### src/rtl/lstm_act_pkg.sv
// lstm_act_pkg: shared segment/mode enums, breakpoints and 16-fractional-bit coefficients for lstm_act_pwq.
package lstm_act_pkg;
    typedef enum logic [2:0] {SEG_LO, SEG_N3N1, SEG_N1Z, SEG_ZP1, SEG_P1P3, SEG_HI} seg_e;
    typedef enum logic {ACT_SIGMOID, ACT_TANH} act_mode_e;
    localparam int COEF_FRAC = 16;
    localparam int A_OUT = 2560;
    localparam int A_IN = 1536;
    localparam int B_OUT = 17920;
    localparam int B_IN = 16896;
    localparam int C_NEG = 32768;
    localparam int C_POS = 32256;
    localparam int BP_ONE = 1;
    localparam int BP_THREE = 3;
    function automatic int coef(input int v, input int f);
        return v >>> (COEF_FRAC - f);
    endfunction
endpackage

### src/rtl/lstm_act_pwq_seg.sv
// lstm_act_pwq_seg: classifies x into its sigmoid segment and selects a, b, c at FRAC_W.
module lstm_act_pwq_seg
    import lstm_act_pkg::*;
#(
    parameter int DATA_W = 16,
    parameter int FRAC_W = 7
) (
    input  logic signed [DATA_W-1:0] x,
    output logic signed [DATA_W-1:0] a,
    output logic signed [DATA_W-1:0] b,
    output logic signed [DATA_W-1:0] c
);
    localparam int P1 = BP_ONE << FRAC_W;
    localparam int P3 = BP_THREE << FRAC_W;
    localparam int ONE = 1 << FRAC_W;
    localparam int AO = coef(A_OUT, FRAC_W);
    localparam int AI = coef(A_IN, FRAC_W);
    localparam int NAO = coef(-A_OUT, FRAC_W);
    localparam int NAI = coef(-A_IN, FRAC_W);
    localparam int BO = coef(B_OUT, FRAC_W);
    localparam int BI = coef(B_IN, FRAC_W);
    localparam int CN = coef(C_NEG, FRAC_W);
    localparam int CP = coef(C_POS, FRAC_W);
    int xs;
    seg_e seg;
    assign xs = int'(x);
    // breakpoints belong to the lower segment
    assign seg = xs <= -P3 ? SEG_LO : xs <= -P1 ? SEG_N3N1 : xs <= 0 ? SEG_N1Z :
                 xs <= P1 ? SEG_ZP1 : xs <= P3 ? SEG_P1P3 : SEG_HI;
    assign a = DATA_W'(seg == SEG_N3N1 ? AO : seg == SEG_N1Z ? AI : seg == SEG_ZP1 ? NAI :
                       seg == SEG_P1P3 ? NAO : 0);
    assign b = DATA_W'(seg == SEG_N3N1 || seg == SEG_P1P3 ? BO : seg == SEG_N1Z || seg == SEG_ZP1 ? BI : 0);
    assign c = DATA_W'(seg == SEG_N3N1 || seg == SEG_N1Z ? CN : seg == SEG_ZP1 || seg == SEG_P1P3 ? CP :
                       seg == SEG_HI ? ONE : 0);
endmodule

### src/rtl/lstm_act_pwq.sv
// lstm_act_pwq: 3-stage piecewise-quadratic sigmoid/tanh activation with valid/ready and tag sideband.
// Tanh mode exists only when LSTM_ACT_TANH_EN is defined; otherwise the unit is sigmoid only.
module lstm_act_pwq
    import lstm_act_pkg::*;
#(
    parameter int DATA_W = 16,
    parameter int FRAC_W = 7,
    parameter int TAG_W = 4
) (
    input  logic                     clock,
    input  logic                     reset,
    input  logic                     in_valid,
    output logic                     in_ready,
    input  logic signed [DATA_W-1:0] in_data,
    input  logic                     in_mode,
    input  logic [TAG_W-1:0]         in_tag,
    output logic                     out_valid,
    input  logic                     out_ready,
    output logic signed [DATA_W-1:0] out_data,
    output logic                     out_mode,
    output logic [TAG_W-1:0]         out_tag
);
    localparam int PW = 2 * DATA_W;
    localparam int SW = DATA_W + 2;
    localparam logic signed [SW-1:0] ONE = SW'(1 << FRAC_W);
    logic en;
    logic v0, v1;
    act_mode_e mode_in, m0, m1;
    logic [TAG_W-1:0] t0, t1;
    logic signed [DATA_W-1:0] x_eff, a_sel, b_sel, c_sel, x0, a0, b0, c0, a1, c1, y;
    logic signed [PW-1:0] x2_1, bx1, ax2;
    logic signed [SW-1:0] sum, sig;
    assign en = !out_valid || out_ready;
    assign in_ready = en;
`ifdef LSTM_ACT_TANH_EN
    logic signed [SW:0] th;
    assign mode_in = act_mode_e'(in_mode);
    // 2x saturates when the two top bits disagree
    assign x_eff = mode_in == ACT_TANH
        ? (in_data[DATA_W-1] != in_data[DATA_W-2]
            ? {in_data[DATA_W-1], {(DATA_W-1){~in_data[DATA_W-1]}}}
            : {in_data[DATA_W-2:0], 1'b0})
        : in_data;
    assign th = {sig, 1'b0} - (SW+1)'(ONE);
    assign y = m1 == ACT_TANH ? DATA_W'(th) : DATA_W'(sig);
`else
    logic unused_mode;
    assign unused_mode = in_mode;
    assign mode_in = ACT_SIGMOID;
    assign x_eff = in_data;
    assign y = DATA_W'(sig);
`endif
    lstm_act_pwq_seg #(.DATA_W(DATA_W), .FRAC_W(FRAC_W)) u_seg (
        .x(x_eff),
        .a(a_sel),
        .b(b_sel),
        .c(c_sel)
    );
    assign ax2 = PW'(a1) * x2_1;
    assign sum = SW'(ax2 >>> FRAC_W) + SW'(bx1 >>> FRAC_W) + SW'(c1);
    assign sig = sum[SW-1] ? '0 : (sum > ONE ? ONE : sum);
    always_ff @(posedge clock) begin
        if (reset) begin
            v0 <= 1'b0;
            v1 <= 1'b0;
            out_valid <= 1'b0;
            out_data <= '0;
            out_mode <= 1'b0;
            out_tag <= '0;
        end else if (en) begin
            v0 <= in_valid;
            v1 <= v0;
            out_valid <= v1;
            out_data <= y;
            out_mode <= m1;
            out_tag <= t1;
        end
    end
    // data stages carry no reset; only the valids qualify them
    always_ff @(posedge clock) begin
        if (en) begin
            x0 <= x_eff;
            a0 <= a_sel;
            b0 <= b_sel;
            c0 <= c_sel;
            m0 <= mode_in;
            t0 <= in_tag;
            x2_1 <= (PW'(x0) * PW'(x0)) >>> FRAC_W;
            bx1 <= PW'(b0) * PW'(x0);
            a1 <= a0;
            c1 <= c0;
            m1 <= m0;
            t1 <= t0;
        end
    end
endmodule

### config.mk
export PLATFORM = sky130hd
export DESIGN_NAME = lstm_act_pwq
export DESIGN_NICKNAME = d
export VERILOG_FILES = /design/src/rtl/lstm_act_pkg.sv /design/src/rtl/lstm_act_pwq_seg.sv /design/src/rtl/lstm_act_pwq.sv
export SDC_FILE = /design/constraint.sdc
export NUM_CORES = 1
export LEC_CHECK = 0
export BUFFER_PORTS_ARGS = -buffer_cell sky130_fd_sc_hd__buf_2
export CORE_MARGIN = 1
export CORE_UTILIZATION = 55
export DETAILED_ROUTE_END_ITERATION = 6
export PLACE_DENSITY = 0.72
export REMOVE_ABC_BUFFERS = 1
export SYNTH_ARGS = -nofsm -noshare
export SYNTH_HDL_FRONTEND = slang
export SYNTH_HIERARCHICAL = 1
export SYNTH_SLANG_ARGS = --single-unit
### constraint.sdc
create_clock -name clock -period 8.8 [get_ports clock]
set_clock_uncertainty 0.05 [all_clocks]
set_input_delay 1.76 -clock clock [delete_from_list [all_inputs] [get_ports clock]]
set_output_delay 1.76 -clock clock [all_outputs]
set_load 0.01 [all_outputs]
# --- After elaboration in Yosys (flattened, before gate mapping) ---
# Cells that the tools add are included.
word_totals:
  elab_cells: 56
  ff_bits: 151
  out_inout_bits: 23
classes:
  n_mul: 3
  n_lt_le_gt_ge: 6
  reduce_logical: 9
  eq_ne: 5
  addsub: 2
  mux: 13
op_table:
  columns: ["op", "n"]
  rows:
  - ["2-to-1 mux 16 bit", 4]
  - ["<= comparator 16 x 10 -> 1 bit (second input constant)", 2]
  - ["multiplier 16 x 16 -> 32 bit", 1]
  - ["multiplier 16 x 25 -> 25 bit", 1]
  - ["multiplier 7 x 16 -> 23 bit", 1]
  - ["adder 18 bit", 1]
  - ["adder 18 x 9 -> 18 bit", 1]
  - ["> comparator 18 x 9 -> 1 bit (second input constant)", 1]
  - ["<= comparator 16 x 1 -> 1 bit (second input constant)", 1]
  - ["<= comparator 16 x 8 -> 1 bit (second input constant)", 1]
  - ["<= comparator 16 x 9 -> 1 bit (second input constant)", 1]
  - ["2-to-1 mux 3 bit", 5]
  - ["2-to-1 mux 8 bit", 1]
  - ["2-to-1 mux 7 bit", 1]
  - ["== test 3 x 2 -> 1 bit (second input constant)", 2]
  - ["== test 3 bit (second input constant)", 2]
  - ["2-to-1 mux 6 bit", 1]
  - ["logical OR 1 bit", 5]
  - ["OR reduction 2 bit", 2]
  - ["== test 3 x 1 -> 1 bit (second input constant)", 1]
  - ["OR reduction 3 bit", 1]
  - ["zero test 1 bit", 1]
  - ["2-to-1 mux 1 bit", 1]

# --- Longest topological paths before layout ---
# Gate-level depths: netlist of the first run.
depth:
  depth_word: 10
  ltp_mapped: 37
  ltp_nobuf: 35

# --- By module ---
# Netlist of the first run, hierarchy kept.
by_module_without_submodules:
  columns: ["mod", "instances", "area_each_um2", "cells_per_inst"]
  rows:
  - ["lstm_act_pwq", 1, 30772.0, 3100]
  - ["lstm_act_pwq_seg", 1, 559.3, 77]

# --- Worst setup path after synthesis of the first run ---
# Ideal clock, no wire load.
synth_timing:
  path_type: "flip-flop to flip-flop"
  start: "register a1[8]"
  end: "register out_data[0]"
  arrival_time_ns: 8.534
  slack_ns: 0.156
  stages_incl_launch_ff: 36
  synth_period_minus_slack_ns: 8.644
  path_buffers: 2
  path_cell_list: "edfxtp_1 -> clkbuf_1 -> clkbuf_1 -> nand2_1 -> fa_1 -> inv_1 -> fa_1 -> inv_1 -> fa_1 -> inv_1 -> fa_1 -> fa_1 -> inv_1 -> fa_1 -> inv_1 -> ha_1 -> a21o_1 -> a21o_1 -> a21oi_1 -> nor2b_1 -> nor2b_1 -> nor2_1 -> nor2b_1 -> nor2_1 -> xnor2_1 -> fa_1 -> ha_1 -> inv_1 -> a222oi_1 -> o21ai_0 -> nor4bb_1 -> o2111ai_1 -> or4_4 -> a2111oi_4 -> nor4b_4 -> a22o_1"
synth_via:
  elab_chain_len: 6
synth_lines:
  columns: ["item", "line", "source"]
  rows:
  - ["start, declared", "lstm_act_pwq.sv:30", "logic signed [DATA_W-1:0] x_eff, a_sel, b_sel, c_sel, x0, a0, b0, c0, a1, c1, y;"]
  - ["start signal, assigned", "lstm_act_pwq.sv:90", "a1 <= a0;"]
  - ["multiplier 16 x 25 -> 25 bit (*)", "lstm_act_pwq.sv:59", "assign ax2 = PW'(a1) * x2_1;"]
  - ["adder 18 bit (*)", "lstm_act_pwq.sv:60", "assign sum = SW'(ax2 >>> FRAC_W) + SW'(bx1 >>> FRAC_W) + SW'(c1);"]
  - ["adder 18 x 9 -> 18 bit (*)", "lstm_act_pwq.sv:60", null]
  - ["> comparator 18 x 9 -> 1 bit", "lstm_act_pwq.sv:61", "assign sig = sum[SW-1] ? '0 : (sum > ONE ? ONE : sum);"]
  - ["2-to-1 mux 16 bit", "lstm_act_pwq.sv:61", null]
  - ["2-to-1 mux 16 bit (*)", "lstm_act_pwq.sv:61", null]
  - ["end signal, assigned", "lstm_act_pwq.sv:74", "out_data <= y;"]
  - ["end, declared", "lstm_act_pwq.sv:19", "output logic signed [DATA_W-1:0] out_data,"]
# Mark *: on every way between the ends. The rest lies on a longest branch, timed or not.
# A chain may end at the register's enable or synchronous reset.

# --- Worst setup path after layout of the first run ---
layout_timing:
  start: "register x2_1[5]"
  end: "register out_data[0]"
layout_via:
  elab_chain_len: 6
layout_lines:
  columns: ["item", "line", "source"]
  rows:
  - ["start, declared", "lstm_act_pwq.sv:31", "logic signed [PW-1:0] x2_1, bx1, ax2;"]
  - ["start signal, assigned", "lstm_act_pwq.sv:88", "x2_1 <= (PW'(x0) * PW'(x0)) >>> FRAC_W;"]
  - ["multiplier 16 x 25 -> 25 bit (*)", "lstm_act_pwq.sv:59", null]
  - ["adder 18 bit (*)", "lstm_act_pwq.sv:60", null]
  - ["adder 18 x 9 -> 18 bit (*)", "lstm_act_pwq.sv:60", null]
  - ["> comparator 18 x 9 -> 1 bit", "lstm_act_pwq.sv:61", null]
  - ["2-to-1 mux 16 bit", "lstm_act_pwq.sv:61", null]
  - ["2-to-1 mux 16 bit (*)", "lstm_act_pwq.sv:61", null]
# Marked as above.

==> metrics.md, run 1 <==
| Metric | Value |
|---|---|
| Outcome | finished with violations |
| Failing checks | negative setup slack |
| Area leader, netlist | fa_1 |
| Critical Path RT | 9.16 ns |
| Worst setup SP type | flop |
| Routed Antenna Nets | 0 |
| Tcrit/Tclk final | 102.7% |
| IO Port Bufs | 45 |
| Die H | 240.7 µm |
| Placed inst area | 32,960 µm² |
| Final HPWL DP | approximately 57,000 µm |
| Sequential area share after synthesis | between 10% and 20% |
| First-pass GRT wire length | 117,300 µm |
| Post-Syn Area | 31,330 µm² |
| Final instance area | between 30,000 and 40,000 µm² |
| Largest net degree at the start of global routing | 57 |
| Synth unique cells | 77 |
| Post-synthesis register bit count | 170 |
| Post-synth top area share | 42.04% |
| Iter 0 DRT Violations | ~1,200 |
| Drt pass-1 iters | 5 |
| Setup crit end kind | flop |
| Ranking of synthesized cells by area | fa_1 (42%), edfxtp_1 (14%), ha_1 (9.9%) |
| Total number of vias | approximately 21,000 |
| Final WL | 69,960 µm |
| Core area | 56,390 µm² |
| Die width | 240.7 µm |
| Sinks on Clock Net | 170 |
| Nets | 4,203 |
| Layer with the highest usage | met2 |
| TritonCTS Buffers | 17 |
| WL/cell | 17.31 µm |
| Initial antenna violation count | 1 |
| Period minus WS final | between 9 and 10 ns |
| FFs w/ async S/R, synth | 0% |
| Hold WC Path Type | flop to flop |
| Root Buffer | clkbuf_16 |
| Post-layout util | 60.11% |
| Endpoints failing hold | 0 |
| Critical path's slowest cell | fa_1 |
| CP max stage delay | 0.55 ns |
| RSZ-0062 raised after global routing | yes |
| Max frequency | between 0.1 and 0.15 GHz |
| Critical path class | flop to flop |
| Number of global-route vias before repair | 23,700 |
| Row count | 87 |
| CP top delay family | adder cells |
| Maximum root-to-sink buffer count | 2 |
| Final Setup Violations | 8 |
| Crit-path max FO | 6 |
| Arr. time, crit path | approximately 9.4 ns |
| Clk slew on worst S/H paths | 0.08 ns |
| Clk_lat worst skew | 0.47 ns |
| CP most frequent cell | fa_1 |
| Area grow syn2layout | 8.187% |
| Top_reg_cell synth | edfxtp_1 |
| Max Slew Vio Count | 0 |
| IO Pins | 48 |
| CP Buf/Inv Count | 5 |
| Starting Density | ~56% |
| Post-synth EDFFs | about 150 |
| YS warnings | 6 |
| GR Layer Usage met2 | 45.69% |
| GR Util All Layers | between 20% and 30% |
| GRT met3 Usage | 3.809% |
| Synth Instances | 3,177 |
| Most common cell in the netlist | inv_1 |
| Max-capacitance violation count | 0 |
| GPL Wtd Cong | 0.9114 |
| Commonest cells in the netlist | inv_1 (814), fa_1 (658), nand2_1 (380) |
| Setup WS post-layout | -0.2365 ns |
| Slew headroom | between 20% and 30% |
| GR Util met1 | 32.97% |
| Worst slack at placement | -0.4906 ns |
| CTS tree | built |
| Worst Tran Pin Value | 1.100 ns |
| Remaining DRCs | 0 |
| Total gr overflow | 0 |
| Die area | 57,920 µm² |
| Number of H-tree levels | 4 |
| Vias/cell | 5.232 |
| Hold slack | 0.3601 ns |
| Syn_area_per_cell | between 9 and 10 µm² |
| Share of cells above drive strength 1 | 8.892% |
path summary, 6_finish.rpt:
check	start	endpoint	slack, ns	cells after the start
setup / recovery	x2_1[5]	out_data[0]	-0.24	32
hold / removal	c0[9]	c1[9]	0.36	0
setup reg to reg	x2_1[5]	out_data[0]	-0.24	32
hold reg to reg	c0[9]	c1[9]	0.36	0
through the flow:
step / setup TNS, ns / std cells
global placement: -1.940 / 3991
finish: -1.637 / 4041
detailed placement: -3.366 / 3991
CTS: -1.146 / 4038
floorplan: 0 / 3048
global route: -4.726 / 4040
sequential cells by signal (all words and copies together), names as in the netlist, 16 cells and up:
| name | count |
|---|---|
| x2_1 | 25 |
| a0 | 16 |
| c0 | 16 |
| b0 | 16 |
| x0 | 16 |
| a1 | 16 |
| bx1 | 18 |
| c1 | 16 |
| out_data | 16 |
layout make-up:
| cell class | instances | area, µm² |
|---|---|---|
| Antenna cell | 1 | 2.502 |
| Clock buffer | 17 | 425.4 |
| Clock inverter | 15 | 191.4 |
| Fill cell | 4618 | 22490 |
| Inverter | 816 | 3068 |
| Multi-Input combinational cell | 2062 | 22890 |
| Sequential cell | 170 | 4875 |
| Tap cell | 756 | 945.9 |
| Timing Repair Buffer | 204 | 1498 |
cell usage in the layout, fill, tap and decap left out, types with 46 or more instances in the layout:
cell,count
a21oi_1,47
and2_1,257
buf_2,46
buf_4,141
edfxtp_1,147
fa_1,655
ha_1,243
inv_1,807
nand2_1,379
nor2_1,88
xnor2_1,91
kinds of logic (layout without fill, tap and decap cells):
logic type               after synthesis  in the layout  share of synthesized area [%]
AO/OA/AOI/OAI                        165            165                          3.682
XOR/XNOR                             122            122                          3.410
adder cells (fa/ha/maj)              907            907                          51.99
buffers and inverters                965           1052                          12.06
flip-flops                           170            170                          15.56
multiplexers                           3              3                        0.09984
other                                  2             23                        0.02397
AND/OR/NAND/NOR                      843            843                          13.18
repair_timing:
action,in CTS,in global routing
setup buffers,15,2
gates resized for setup,18,30
hold buffers,0,0
pin swaps,9,15
endpoints found under the setup margin,8,8
per-layer routing:
| layer | vias to the layer above | part of all wire (%) |
|---|---|---|
| met5 | - | 0 |
| met4 | 0 | 3.2 |
| met3 | 179 | 6.1 |
| met2 | 725 | 51 |
| met1 | 10720 | 40 |
| li1 | 9517 | - |
Power of run 1 is not shown: default switching activity piles up to over one toggle a cycle in this logic, so the estimate is an artifact.
==> run 2: changes to the inputs <==
--- a/config.mk
+++ b/config.mk
@@ -9,7 +9,7 @@
 export CORE_MARGIN = 1
 export CORE_UTILIZATION = 55
 export DETAILED_ROUTE_END_ITERATION = 6
-export PLACE_DENSITY = 0.72
+export PLACE_DENSITY = 0.69
 export REMOVE_ABC_BUFFERS = 1
 export SYNTH_ARGS = -nofsm -noshare
 export SYNTH_HDL_FRONTEND = slang
==> constraint.sdc (replaced) <==
create_clock -name clock -period 9.9 [get_ports clock]
set_clock_uncertainty 0.05 [all_clocks]
set_input_delay 1.98 -clock clock [delete_from_list [all_inputs] [get_ports clock]]
set_output_delay 1.98 -clock clock [all_outputs]
set_load 0.01 [all_outputs]
==> metrics.md, run 2 (synthesis gave the netlist of run 1 again) <==
| Metric | Value |
|---|---|
| Outcome | completed |
| Critical Path RT | 10.24 ns (+1.08 ns) |
| Post-Route Setup TNS | 0 ns (+1.637 ns) |
| Drt pass-1 iters | 5 (unchanged) |
| Endpoints failing hold | 0 (unchanged) |
| Maximum root-to-sink buffer count | 2 (unchanged) |
| Final Setup Violations | 0 (-8) |
| Die H | 240.7 µm (unchanged) |
| Arr. time, crit path | 9.82 ns (+0.42 ns) |
| Crit-path max FO | 14 (+8) |
| IO Pins | 48 (unchanged) |
| Setup crit end kind | flop |
| Area grow syn2layout | 4.756% |
| Endpoint, Worst Hold | a1[3] |
| RR Startpoint | x2_1[11] |
| GR Util All Layers | 26.11% (about the same) |
| Most frequent cells in the layout | inv_1 (814), fa_1 (658), nand2_1 (380) |
| Remaining DRCs | 0 (unchanged) |
| WL/cell | 17.63 µm (+1.9%) |
| Clk_lat worst skew | 0.45 ns (-0.02 ns) |
| Antenna cells | 0 (-1) |
| Hold path startpoint | a0[3] |
| Final WL | 69,270 µm (-0.98%) |
| Root Buffer | clkbuf_16 |
| Total number of vias | 20,600 (-2.6%) |
| CP most frequent cell | fa_1 |
| Sinks on Clock Net | 170 (unchanged) |
| Most flops, register | x2_1 |
| Commonest non-fill, non-tap cell in the layout | inv_1 |
| Hold Crit Depth | 0 (unchanged) |
| Fill count | 4,869 (+5.4%) |
| Slew headroom | 32.44% (+5.9 points) |
| Iter 0 DRT Violations | 1,201 (-0.58%) |
| Max frequency | 0.1055 GHz (-4.7%) |
| GPL Wtd Cong | 0.9053 (-0.67%) |
| CP max stage delay | 0.81 ns (+0.26 ns) |
| Reg2reg path depth | 31 (-3.1%) |
| Initial antenna violation count | 0 (-1) |
| Worst setup SP type | flop |
| Max-capacitance violation count | 0 (unchanged) |
| Largest net degree at the start of global routing | 79 (+39%) |
| CP Buf/Inv Count | 4 (-1) |
| Starting Density | 55.57% (unchanged) |
| Number of H-tree levels | 4 (unchanged) |
| Post-CTS Resized | 0 (-18) |
| TritonCTS Buffers | 17 (unchanged) |
| Tcrit/Tclk final | 95.76% (-6.9 points) |
| Reg2Reg Setup Slack | 0.42 ns (+0.66 ns) |
| Critical path's slowest cell | edfxtp_1 |
| Core area | 56,390 µm² (unchanged) |
| Final HPWL DP | 55,960 µm (-1.6%) |
| Die area | 57,920 µm² (unchanged) |
| CP top delay family | adder cells |
| CTS tree | built |
| First-pass GRT wire length | 117,300 µm (about the same) |
| Top flop regs | x2_1: 25 flops, bx1: 18 flops |
| Hold WC Path Type | flop to flop |
| Reg2reg end | out_data[2] |
| Share of cells above drive strength 1 | 4.666% (-4.2 points) |
| Row count | 87 (unchanged) |
| Nets | 4,091 (-2.7%) |
| Clk slew on worst S/H paths | 0.07 ns (about the same) |
| Total gr overflow | 0 (unchanged) |
| Vias/cell | 5.245 (+0.25%) |
| Number of global-route vias before repair | 23,350 (-1.5%) |
| Worst Tran Pin Value | 1.011 ns (-0.08849 ns) |
| Die width | 240.7 µm (unchanged) |
| Critical path class | flop to flop |
| RSZ-0062 raised after global routing | no |
| Max Slew Vio Count | 0 (unchanged) |
| Period minus WS final | 9.480 ns (+0.4438 ns) |
| Hold slack | 0.3630 ns (+0.002965 ns) |
| Max FFs per register | 25 (unchanged) |
| Routed Antenna Nets | 0 (unchanged) |
| IO Port Bufs | 45 (unchanged) |
[run 2: area by class of cell]
cell class	count	area [µm²]	area share (%)
Multi-Input combinational cell	2062	22750	69.32
Timing Repair Buffer	92	603.1	1.837
Clock inverter	9	73.82	0.2249
Tap cell	756	945.9	2.882
Inverter	816	3068	9.347
Clock buffer	23	503.0	1.532
Sequential cell	170	4875	14.85
[run 2: how the worst max path moves through the flow]
stage,slack [ns],start,endpoint,cells past startpoint
global route,0.003,a1[2],out_data[0],33
global placement,0.52,a1[4],out_data[0],31
detailed placement,0.52,x2_1[9],out_data[2],32
CTS,0.44,x2_1[9],out_data[2],32
finish,0.42,x2_1[11],out_data[2],31
floorplan,1.30,a1[1],out_data[0],30
[run 2: per-layer routing]
| metal | vias to the layer above | routed length, µm | part of all wire [%] | track usage [%] |
|---|---|---|---|---|
| li1 | 9278 | - | - | - |
| met1 | 10480 | 28280 | 41 | 33.45 |
| met2 | 672 | 34390 | 50 | 45.07 |
| met3 | 170 | 4275 | 6.2 | 3.866 |
| met4 | 0 | 2322 | 3.4 | 9.380 |
| met5 | - | 0 | 0 | 0 |
[run 2: timing repair]
| item | 4_1_cts | 5_1_grt |
|---|---|---|
| hold buffers | 0 | 0 |
| setup endpoints to repair | 0 | 6 |
| setup buffers | 0 | 5 |
[run 2: through the flow]
| stage | cell area (µm²) | util (%) | setup WS (ns) | instances |
|---|---|---|---|---|
| final | 32820 | 58.21 | 0.4197 | 3928 |
| after global routing | 32820 | 58.21 | 0.003022 | 3928 |
| after floorplan | 30690 | - | 1.302 | 3048 |
| after detailed placement | 32180 | 57.07 | 0.5158 | 3891 |
| after CTS | 32760 | 58.10 | 0.4353 | 3923 |
| after global placement | 32180 | 57.07 | 0.5204 | 3891 |
Power of run 2 is left out for the same reason.
==> run 3: changes to the inputs <==
--- a/config.mk
+++ b/config.mk
@@ -9,7 +9,7 @@
 export CORE_MARGIN = 1
 export CORE_UTILIZATION = 55
 export DETAILED_ROUTE_END_ITERATION = 6
-export PLACE_DENSITY = 0.69
+export PLACE_DENSITY = 0.72
 export REMOVE_ABC_BUFFERS = 1
 export SYNTH_ARGS = -nofsm -noshare
 export SYNTH_HDL_FRONTEND = slang
==> constraint.sdc (replaced) <==
create_clock -name clock -period 7.9 [get_ports clock]
set_clock_uncertainty 0.05 [all_clocks]
set_input_delay 1.58 -clock clock [delete_from_list [all_inputs] [get_ports clock]]
set_output_delay 1.58 -clock clock [all_outputs]
set_load 0.01 [all_outputs]
==> metrics.md, run 3 (synthesis gave the netlist of run 1 again) <==
| Metric | Value |
|---|---|
| Reg2reg path depth | 34 (+9.7%) |
| Remaining DRCs | 0 (unchanged) |
| Endpoint, Worst Hold | a1[5] |
| Drt pass-1 iters | 6 (+1) |
| Die H | 240.7 µm (unchanged) |
| Maximum root-to-sink buffer count | 2 (unchanged) |
| Met2 wire length | 35,700 µm (+3.8%) |
| Total gr overflow | 0 (unchanged) |
| Reg2Reg Setup Slack | -0.94 ns (-1.36 ns) |
| Worst Tran Pin Value | 1.131 ns (+0.1199 ns) |
| Root Buffer | clkbuf_16 |
| Met3 WL | 4210 µm (-1.5%) |
| Number of global-route vias before repair | 23,840 (+2.1%) |
| Failing checks | negative setup slack |
| Most flops, register | x2_1 |
| Max-capacitance violation count | 0 (unchanged) |
| Top flop regs | x2_1: 25 flops, bx1: 18 flops |
| Number of H-tree levels | 4 (unchanged) |
| Share of cells above drive strength 1 | 10.24% (+5.6 points) |
| CP most frequent cell | fa_1 |
| Max FFs per register | 25 (unchanged) |
| Setup crit end kind | flop |
| Max Slew Vio Count | 0 (unchanged) |
| Outcome | finished with violations |
| Routed Antenna Nets | 0 (unchanged) |
| Starting Density | 55.57% (unchanged) |
| Initial antenna violation count | 1 (+1) |
| Final Setup Violations | 8 (+8) |
| Post-Route Setup TNS | -7.221 ns (-7.221 ns) |
| Die width | 240.7 µm (unchanged) |
| DR top layer | met4 |
| Max frequency | 0.1132 GHz (+7.3%) |
| Endpoints failing hold | 0 (unchanged) |
| TritonCTS Buffers | 17 (unchanged) |
| Hold path startpoint | a0[5] |
| Setup WS post-layout | -0.9374 ns (-1.357 ns) |
| Hold WC Path Type | flop to flop |
| Area grow syn2layout | 9.285% |
| CP max stage delay | 0.58 ns (-0.23 ns) |
| Met1 Wirelength | 28,480 µm (+0.69%) |
| Hold Crit Depth | 0 (unchanged) |
| GR Util All Layers | 26.30% (+0.19 points) |
| WL/cell | 17.27 µm (-2.1%) |
| Period minus WS final | 8.837 ns (-0.6429 ns) |
| Antenna cells | 0 (unchanged) |
| Most frequent cells in the layout | inv_1 (807), fa_1 (656), nand2_1 (380) |
| Tcrit/Tclk final | 111.9% (+16 points) |
| IO Port Bufs | 45 (unchanged) |
| Critical path's slowest cell | fa_1 |
| Total number of vias | 21,340 (+3.6%) |
| Commonest non-fill, non-tap cell in the layout | inv_1 |
| RR Startpoint | a1[4] |
| RSZ-0062 raised after global routing | yes |
| Critical Path RT | 8.28 ns (-1.96 ns) |
| GPL Wtd Cong | 0.9320 (+2.9%) |
| Critical path class | flop to flop |
| Crit-path max FO | 10 (-4) |
| Clk slew on worst S/H paths | 0.08 ns (about the same) |
| Row count | 87 (unchanged) |
| First-pass GRT wire length | 118,200 µm (+0.76%) |
| IO Pins | 48 (unchanged) |
| Final HPWL DP | 57,840 µm (+3.4%) |
| CTS tree | built |
| Reg2reg end | out_data[1] |
| Fill count | 4,604 (-5.4%) |
| Sinks on Clock Net | 170 (unchanged) |
| Slew headroom | 24.44% (-8.0 points) |
| Core area | 56,390 µm² (unchanged) |
| Final WL | 70,540 µm (+1.8%) |
| Iter 0 DRT Violations | 1,335 (+11%) |
| Arr. time, crit path | 9.21 ns (-0.61 ns) |
| Clk_lat worst skew | 0.48 ns (+0.03 ns) |
| Vias/cell | 5.224 (-0.38%) |
| Largest net degree at the start of global routing | 79 (unchanged) |
| Die area | 57,920 µm² (unchanged) |
| Post-layout util | 60.72% (+2.5 points) |
| Worst setup SP type | flop |
| Hold slack | 0.3685 ns (+0.005505 ns) |
| Nets | 4,248 (+3.8%) |
==> run 3: cell types whose count changed in the layout (fill, tap and decap cells not counted), moves of 3 or more <==
| cell | delta |
|---|---|
| buf_6 | +5 |
| ha_4 | +6 |
| and2_4 | +7 |
| clkinv_8 | +5 |
| inv_2 | +7 |
| inv_1 | -7 |
| and2_1 | -7 |
| buf_4 | +150 |
| ha_1 | -7 |
| a21oi_2 | +3 |
| inv_8 | +3 |
| a21oi_1 | -4 |
==> run 3: worst max-delay path, delay by kind of cell, from the launching register on <==
kind / cells / cell delay (ns)
AND/OR/NAND/NOR: 9 / 1.50
flip-flops: 1 / 0.54
adder cells (fa/ha/maj): 9 / 4.17
AO/OA/AOI/OAI: 8 / 1.53
buffers and inverters: 7 / 0.85
XOR/XNOR: 1 / 0.14
==> run 3: final cells by class <==
| type | instances | area [µm²] | share of cell area, % |
|---|---|---|---|
| Sequential cell | 170 | 4875 | 14.24 |
| Clock buffer | 17 | 425.4 | 1.242 |
| Multi-Input combinational cell | 2062 | 22930 | 66.97 |
| Timing Repair Buffer | 249 | 1821 | 5.317 |
| Clock inverter | 15 | 173.9 | 0.5079 |
| Inverter | 816 | 3068 | 8.960 |
| Tap cell | 756 | 945.9 | 2.763 |
==> run 3: metrics by stage <==
| step | worst slack, ns | instance area [µm²] | std cells |
|---|---|---|---|
| after CTS | -0.8656 | 34130 | 4082 |
| after detailed placement | -1.265 | 33370 | 4044 |
| after global placement | -1.143 | 33370 | 4044 |
| after floorplan | -0.6978 | 30690 | 3048 |
| after global routing | -1.290 | 34240 | 4085 |
| final | -0.9374 | 34240 | 4085 |
==> run 3: what timing repair did <==
action,4_1_cts,5_1_grt
endpoints found under the setup margin,8,8
setup buffers,6,3
pin swaps,13,17
gates resized for setup,24,22
hold buffers,0,0
cloned,0,0
==> run 3: worst max path at each step <==
stage / end / slack [ns] / startpoint / cells after the start
floorplan: out_data[0] / -0.70 / a1[1] / 30
global placement: out_data[6] / -1.14 / a1[4] / 32
detailed placement: out_data[1] / -1.26 / a1[4] / 32
CTS: out_data[2] / -0.87 / a1[5] / 35
global route: out_data[1] / -1.29 / a1[4] / 33
finish: out_data[1] / -0.94 / a1[4] / 34
==> run 3: layer usage <==
metal,track usage (%),vias to the layer above
li1,-,9604
met5,0,-
met2,45.85,690
met1,33.37,10890
met4,8.435,0
met3,4.392,159
Power of run 3 is left out for the same reason.
